[src/rtl/stage_sequencer_if.sv]
// -----------------------------------------------------------------------------
// stage_sequencer_if
//
// Purpose : groups the control/status signals between the instruction-cycle
//           sequencer and the datapath/memory side of a small CPU.
//
// Signals :
//   INSTRUCTION [15:0]  IR contents, examined by the sequencer in DECODE
//   MEM_READY           memory read data valid (only meaningful in FETCH)
//   STAGE       [1:0]   current sequencer state (FETCH/DECODE/EXECUTE/WRITEBACK)
//   MEM_EN              memory read request
//   MAR_LE              MAR load pulse
//   IR_LE               IR load pulse
//   PC_LE               PC increment/load pulse
//   ALU_BUSY            ALU operation in progress
//   RD_LE               destination register write pulse
//   ILLEGAL             one-cycle flag for an unsupported instruction
//   INSTR_COUNT [15:0]  retired-instruction counter
//
// Modports:
//   master : the sequencer (drives control/status, reads IR and MEM_READY)
//   slave  : the datapath/memory side (drives IR and MEM_READY)
// -----------------------------------------------------------------------------
interface stage_sequencer_if;
    logic [15:0] INSTRUCTION;
    logic        MEM_READY;
    logic [1:0]  STAGE;
    logic        MEM_EN;
    logic        MAR_LE;
    logic        IR_LE;
    logic        PC_LE;
    logic        ALU_BUSY;
    logic        RD_LE;
    logic        ILLEGAL;
    logic [15:0] INSTR_COUNT;

    modport master (
        input  INSTRUCTION,
        input  MEM_READY,
        output STAGE,
        output MEM_EN,
        output MAR_LE,
        output IR_LE,
        output PC_LE,
        output ALU_BUSY,
        output RD_LE,
        output ILLEGAL,
        output INSTR_COUNT
    );

    modport slave (
        output INSTRUCTION,
        output MEM_READY,
        input  STAGE,
        input  MEM_EN,
        input  MAR_LE,
        input  IR_LE,
        input  PC_LE,
        input  ALU_BUSY,
        input  RD_LE,
        input  ILLEGAL,
        input  INSTR_COUNT
    );
endinterface

[src/rtl/stage_sequencer.sv]
// -----------------------------------------------------------------------------
// stage_sequencer
//
// Purpose : four-stage instruction-cycle controller
//           FETCH -> DECODE -> EXECUTE (1 or 4 cycles) -> WRITEBACK -> FETCH.
//           FETCH waits for MEM_READY; DECODE classifies the opcode and either
//           launches EXECUTE or flags ILLEGAL and returns to FETCH; WRITEBACK
//           writes the destination register and counts the retired instruction.
//
// Ports   :
//   CLK      input   clock, all state changes on the rising edge
//   RESET_N  input   synchronous active-low reset; while low every 1-bit
//                    control output is forced to 0
//   bus      master  stage_sequencer_if (see that file for signal list)
// -----------------------------------------------------------------------------
module stage_sequencer (
    input  logic                   CLK,
    input  logic                   RESET_N,
    stage_sequencer_if.master      bus
);

    localparam logic [1:0] FETCH     = 2'b00;
    localparam logic [1:0] DECODE    = 2'b01;
    localparam logic [1:0] EXECUTE   = 2'b10;
    localparam logic [1:0] WRITEBACK = 2'b11;

    // Execute-counter preload values (execute length minus one).
    localparam logic [1:0] EXEC_SHORT = 2'd0;
    localparam logic [1:0] EXEC_LONG  = 2'd3;

    localparam logic [3:0] OP_ADD = 4'b0001;
    localparam logic [3:0] OP_AND = 4'b0101;
    localparam logic [3:0] OP_NOT = 4'b1001;
    localparam logic [3:0] OP_EXT = 4'b1101;

    localparam logic [2:0] SUB_MUL  = 3'b000;
    localparam logic [2:0] SUB_SR   = 3'b001;
    localparam logic [2:0] SUB_SL   = 3'b010;
    localparam logic [2:0] SUB_MULI = 3'b100;

    logic [1:0]  stage_reg;
    logic [1:0]  stage_next;
    logic [1:0]  exec_cnt_reg;
    logic [1:0]  exec_cnt_next;
    logic [15:0] instr_count_reg;
    logic [15:0] instr_count_next;
    logic        count_inc;

    logic [3:0]  opcode;
    logic [2:0]  subcode;
    logic        instr_legal;
    logic        instr_long;

    // Operand fields belong to the datapath; the sequencer never looks at them.
    logic        instr_unused;
    assign instr_unused = ^{bus.INSTRUCTION[11:6], bus.INSTRUCTION[2:0]};

    assign opcode  = bus.INSTRUCTION[15:12];
    assign subcode = bus.INSTRUCTION[5:3];

    // ------------------------------------------------------------------
    // Instruction classification
    // ------------------------------------------------------------------
    always_comb begin
        instr_legal = 1'b0;
        instr_long  = 1'b0;
        case (opcode)
            OP_ADD, OP_AND, OP_NOT: instr_legal = 1'b1;
            OP_EXT: begin
                case (subcode)
                    SUB_SL, SUB_SR: instr_legal = 1'b1;
                    SUB_MUL, SUB_MULI: begin
                        instr_legal = 1'b1;
                        instr_long  = 1'b1;
                    end
                    default: instr_legal = 1'b0;
                endcase
            end
            default: instr_legal = 1'b0;
        endcase
    end

    // ------------------------------------------------------------------
    // Next-state logic
    // ------------------------------------------------------------------
    always_comb begin
        stage_next    = stage_reg;
        exec_cnt_next = exec_cnt_reg;
        case (stage_reg)
            FETCH: begin
                if (bus.MEM_READY) begin
                    stage_next = DECODE;
                end
            end
            DECODE: begin
                if (instr_legal) begin
                    exec_cnt_next = instr_long ? EXEC_LONG : EXEC_SHORT;
                    stage_next    = EXECUTE;
                end else begin
                    stage_next = FETCH;
                end
            end
            EXECUTE: begin
                if (exec_cnt_reg != 2'd0) begin
                    exec_cnt_next = exec_cnt_reg - 2'd1;
                end else begin
                    stage_next = WRITEBACK;
                end
            end
            default: begin
                stage_next = FETCH;
            end
        endcase
    end

    // The counter only moves when an instruction retires, so it is written
    // only on that enable rather than every cycle.
    assign count_inc        = (stage_reg == WRITEBACK);
    assign instr_count_next = instr_count_reg + 16'd1;

    // ------------------------------------------------------------------
    // State registers
    // ------------------------------------------------------------------
    always_ff @(posedge CLK) begin
        if (!RESET_N) begin
            stage_reg       <= FETCH;
            exec_cnt_reg    <= 2'd0;
            instr_count_reg <= 16'd0;
        end else begin
            stage_reg    <= stage_next;
            exec_cnt_reg <= exec_cnt_next;
            if (count_inc) begin
                instr_count_reg <= instr_count_next;
            end
        end
    end

    // ------------------------------------------------------------------
    // Control outputs: decodes of the registered state (plus MEM_READY in
    // FETCH). RESET_N gates them so nothing fires while reset is held,
    // even before the first reset edge has cleaned up the state.
    // ------------------------------------------------------------------
    always_comb begin
        bus.MEM_EN   = 1'b0;
        bus.MAR_LE   = 1'b0;
        bus.IR_LE    = 1'b0;
        bus.PC_LE    = 1'b0;
        bus.ALU_BUSY = 1'b0;
        bus.RD_LE    = 1'b0;
        bus.ILLEGAL  = 1'b0;
        if (RESET_N) begin
            case (stage_reg)
                FETCH: begin
                    bus.MEM_EN = 1'b1;
                    bus.MAR_LE = 1'b1;
                    bus.IR_LE  = bus.MEM_READY;
                    bus.PC_LE  = bus.MEM_READY;
                end
                DECODE: begin
                    bus.ILLEGAL = ~instr_legal;
                end
                EXECUTE: begin
                    bus.ALU_BUSY = 1'b1;
                end
                default: begin
                    bus.RD_LE = 1'b1;
                end
            endcase
        end
    end

    assign bus.STAGE       = stage_reg;
    assign bus.INSTR_COUNT = instr_count_reg;

endmodule
[src/flat_wrapper.sv]
// flat-port wrapper written by rule: the top's interface ports become plain ports
module stage_sequencer_flat 
  (CLK, RESET_N, bus_INSTRUCTION, bus_MEM_READY, bus_STAGE, bus_MEM_EN, bus_MAR_LE, bus_IR_LE, bus_PC_LE, bus_ALU_BUSY, bus_RD_LE, bus_ILLEGAL, bus_INSTR_COUNT);
  stage_sequencer_if bus_i ();
  input  logic CLK;
  input  logic RESET_N;
  input wire logic [$bits(bus_i.INSTRUCTION)-1:0] bus_INSTRUCTION;
  input wire logic [$bits(bus_i.MEM_READY)-1:0] bus_MEM_READY;
  output wire logic [$bits(bus_i.STAGE)-1:0] bus_STAGE;
  output wire logic [$bits(bus_i.MEM_EN)-1:0] bus_MEM_EN;
  output wire logic [$bits(bus_i.MAR_LE)-1:0] bus_MAR_LE;
  output wire logic [$bits(bus_i.IR_LE)-1:0] bus_IR_LE;
  output wire logic [$bits(bus_i.PC_LE)-1:0] bus_PC_LE;
  output wire logic [$bits(bus_i.ALU_BUSY)-1:0] bus_ALU_BUSY;
  output wire logic [$bits(bus_i.RD_LE)-1:0] bus_RD_LE;
  output wire logic [$bits(bus_i.ILLEGAL)-1:0] bus_ILLEGAL;
  output wire logic [$bits(bus_i.INSTR_COUNT)-1:0] bus_INSTR_COUNT;
  assign bus_i.INSTRUCTION = bus_INSTRUCTION;
  assign bus_i.MEM_READY = bus_MEM_READY;
  assign bus_STAGE = bus_i.STAGE;
  assign bus_MEM_EN = bus_i.MEM_EN;
  assign bus_MAR_LE = bus_i.MAR_LE;
  assign bus_IR_LE = bus_i.IR_LE;
  assign bus_PC_LE = bus_i.PC_LE;
  assign bus_ALU_BUSY = bus_i.ALU_BUSY;
  assign bus_RD_LE = bus_i.RD_LE;
  assign bus_ILLEGAL = bus_i.ILLEGAL;
  assign bus_INSTR_COUNT = bus_i.INSTR_COUNT;
  stage_sequencer u_core (.CLK(CLK), .RESET_N(RESET_N), .bus(bus_i));
endmodule
[config.mk]
export PLATFORM = sky130hd
export DESIGN_NAME = stage_sequencer_flat
export DESIGN_NICKNAME = d
export VERILOG_FILES = /design/src/rtl/stage_sequencer_if.sv /design/src/rtl/stage_sequencer.sv /design/src/flat_wrapper.sv
export SDC_FILE = /design/constraint.sdc
export NUM_CORES = 1
export LEC_CHECK = 0
export CAP_MARGIN = 20
export CELL_PAD_IN_SITES_DETAIL_PLACEMENT = 0
export CELL_PAD_IN_SITES_GLOBAL_PLACEMENT = 2
export CORE_ASPECT_RATIO = 1.2
export CORE_UTILIZATION = 26
export DETAILED_ROUTE_END_ITERATION = 7
export GPL_TIMING_DRIVEN = 1
export PLACE_DENSITY_LB_ADDON = 0.3
export SKIP_CTS_REPAIR_TIMING = 1
export SYNTH_ARGS = -nofsm -noshare
export SYNTH_HDL_FRONTEND = slang
export SYNTH_SLANG_ARGS = --single-unit
[constraint.sdc]
create_clock -name CLK -period 5.11 [get_ports CLK]
set_clock_uncertainty 0.1 [all_clocks]
set_input_delay 0.511 -clock CLK [delete_from_list [all_inputs] [get_ports CLK]]
set_output_delay 0.511 -clock CLK [all_outputs]
set_load 0.005 [all_outputs]
==> results.toml <==
[pwr]
finalPower_uw = 389.1
leakagePower_uw = 0.0005993
peakVddDrop_v = 0.0001292
power_density_mw_per_mm2 = 248.2
switching_share = 0.2322
pwr-share-seq = 0.425
p_comb_frac = 0.158
clkPwrFrac = 0.417
internal_power_uw = 298.7
power_switching_uw = 90.32

[cells_and_area]
fin_util = 0.3885
largest_reg_flops = 16
regArea_sq_um = 400.4
num_antenna_cells = 0
stdcell_count = 213
n_fill_cell = 416
drive_above_1_share = 0.06918
syn_to_final_growth_pct = 40.63
multi_input_comb_area_sq_um = 646.9
final_nets = 185

[timing]
min_period_ps = 2812
tightest_slew_ps = 370.9
tns_ps = 0
hold_viol_final = 0
max_freq_mhz = 355.6
slew_violations = 0
setup_viol = 0
slew_headroom = 0.7504
rsz0062_at_grt = "false"
finalCritPeriodShare = 0.5503
setup_slack_ps = 2298

[die]
rows = 25
die-width_um = 61.78
initial_core_util = 0.2763
die_area_sq_mm = 0.004555
die_height_um = 73.73
design.core.area_sq_mm = 0.004035
ios = 44

[worst_setup_path]
critPathCaptureType = "output port"
worstSetupPathType = "input pin to output port"
crit_slowest_cell = "clkdlybuf4s50_1"
slowest_delay_ps = 440
cp_max_fo = 4
start_kind = "input pin"
required_ps = 4500
cpMostUsedCell = "clkdlybuf4s50_1"
cp_cell_sequence = "clkdlybuf4s50_1, maj3_1, a31o_2, and3_1, clkdlybuf4s50_1"
crit_family = "buffers and inverters"
cp.buffers_inverters = 2
arrival_ps = 2200

[job]
maxCapViolations = 0

[cts]
clockBufferDepth = 2
cts_buffers = 3
cts.htree.levels = 1
insertion_delay_ps = 270
cts_root_buffer = "clkbuf_8"
path_clk_slew_ps = 70
tritoncts = "built"
clock-sinks = 20

[status]
status = "completed"

[logic_synthesis]
synth.distinct_cells = 36
async_flop_share = 0
seq_area_frac_synth = 0.3591
syn-num-nets = 151
avgSynthCellArea_sq_um = 8.848
synth-seq-cells = 20
syn_inst = 126
syn_area_sq_mm = 0.001115
synth-edff-count = 0
ys_warn_count = 0
synth-main-ff-cell = "dfxtp_1"

[placed_design]
preCtsSetupSlack_ps = 2305
dp_hpwl_um = 1766
io_buffer_count = 34
gp_congestion = 0.6567
dp.cells = 209

[worst_hold_path]
hp-class = "flip-flop to flip-flop"

[route]
viasPerCell = 4.540
wl_um = 2437
vias = 967
wl_per_cell_um = 11.44
firstDrtPassIters = 4
antenna_left = 0
drc = 0
drt_iter0_drc = 31

[global_route]
grt_usage = 0.1219
grt_pass1_vias = 945
grt_max_degree = 30
grt_first_pass_wirelength_um = 4140
grt-ovfl-total = 0
antenna_found_initial = 0
==> final cells by class <==
class | count | area share
repair buffers | 35 | 0.2219
multi-input cells | 91 | 0.4126
flip-flops and latches | 20 | 0.2554
clock inverters | 1 | 0.01915
clock buffers | 3 | 0.02634
inverters | 9 | 0.02155
well taps | 54 | 0.04310
==> synth_stat cells, drive strengths merged (2+ instances only) <==
| cell type | instances | area share |
|---|---|---|
| ha | 6 | 0.067 |
| a21oi | 2 | 0.0090 |
| nor2b | 2 | 0.011 |
| and2 | 11 | 0.062 |
| dfxtp | 20 | 0.36 |
| nand2 | 11 | 0.037 |
| buf | 3 | 0.020 |
| a22oi | 3 | 0.020 |
| nand2b | 3 | 0.017 |
| nand3 | 3 | 0.018 |
| inv | 9 | 0.030 |
| nor3 | 3 | 0.013 |
| nand4 | 6 | 0.047 |
| xnor2 | 5 | 0.039 |
| nor2 | 2 | 0.0067 |
| a21boi | 5 | 0.034 |
| clkbuf | 3 | 0.010 |
| o21ai | 6 | 0.027 |
| or4 | 2 | 0.018 |
| xor2 | 3 | 0.024 |
| and3 | 2 | 0.011 |
| mux2i | 4 | 0.036 |
| or3 | 4 | 0.024 |
==> final timing paths <==
kind	startpoint	slack [ps]	endpoint	depth (start not counted)
worst max-delay path	bus_INSTRUCTION[3]	2300	bus_ILLEGAL	5
worst min-delay path	u_core.exec_cnt_reg[0]$_SDFFE_PN0P_	370	u_core.exec_cnt_reg[0]$_SDFFE_PN0P_	2
worst max register to register	u_core.bus.STAGE[0]$_SDFFE_PN0P_	2790	u_core.bus.INSTR_COUNT[13]$_SDFFE_PN0N_	5
worst min register to register	u_core.exec_cnt_reg[0]$_SDFFE_PN0P_	370	u_core.exec_cnt_reg[0]$_SDFFE_PN0P_	2
==> per-stage QoR <==
step           cell area [sq um]  hold slack (ps)
3_5_place_dp                1496            359.4
3_3_place_gp                1496            349.2
6_report                    1568            368.4
5_1_grt                     1568            378.4
2_1_floorplan               1115            337.5
4_1_cts                     1568            371.8
==> cell families after synthesis <==
family          share of synthesized area
compound gates                     0.1279
xor+xnor                          0.06285
fa+ha+maj                         0.07632
buf+inv                           0.06060
flops                              0.3591
mux                               0.03592
simple gates                       0.2772
==> worst reg2reg max path, cell delays in order (launching register included) <==
cell and delay (ps):
dfxtp_1 450, ha_1 420, nand4_4 210, or4_4 560, or3_1 370, a21boi_1 150
==> power by group through the flow <==
stage | logic, uW | registers, uW | clock network, uW
after detailed placement | 61.7 | 169 | 0
after CTS | 62.5 | 165 | 164
after global routing | 68.1 | 166 | 169
final | 61.4 | 165 | 162
after global placement | 60.6 | 169 | 0
after floorplan | 36.1 | 168 | 0
==> routing by layer <==
| layer | GRT usage | part of all wire |
|---|---|---|
| met1 | 0.1442 | 0.46 |
| met2 | 0.2055 | 0.49 |
| met4 | 0.05185 | 0.0098 |
| met5 | 0 | 0 |
| met3 | 0.02817 | 0.039 |
==> cells in the final DEF, fill, tap and decap left out, types with 2 or more instances in the layout <==
cell type	instances
a21oi_1	2
clkbuf_8	3
nand3_1	2
xor2_1	3
inv_1	9
nor2_1	2
ha_1	6
nor2b_1	2
nand4_1	5
and2_1	11
a22oi_1	3
mux2i_1	4
and3_1	2
a21boi_1	2
o21ai_0	6
xnor2_1	5
nand2_1	11
clkdlybuf4s50_1	34
or3_1	3
dfxtp_1	20
nor3_1	3
a21boi_0	3
nand2b_1	3
Power figures use the tool's default switching activity.
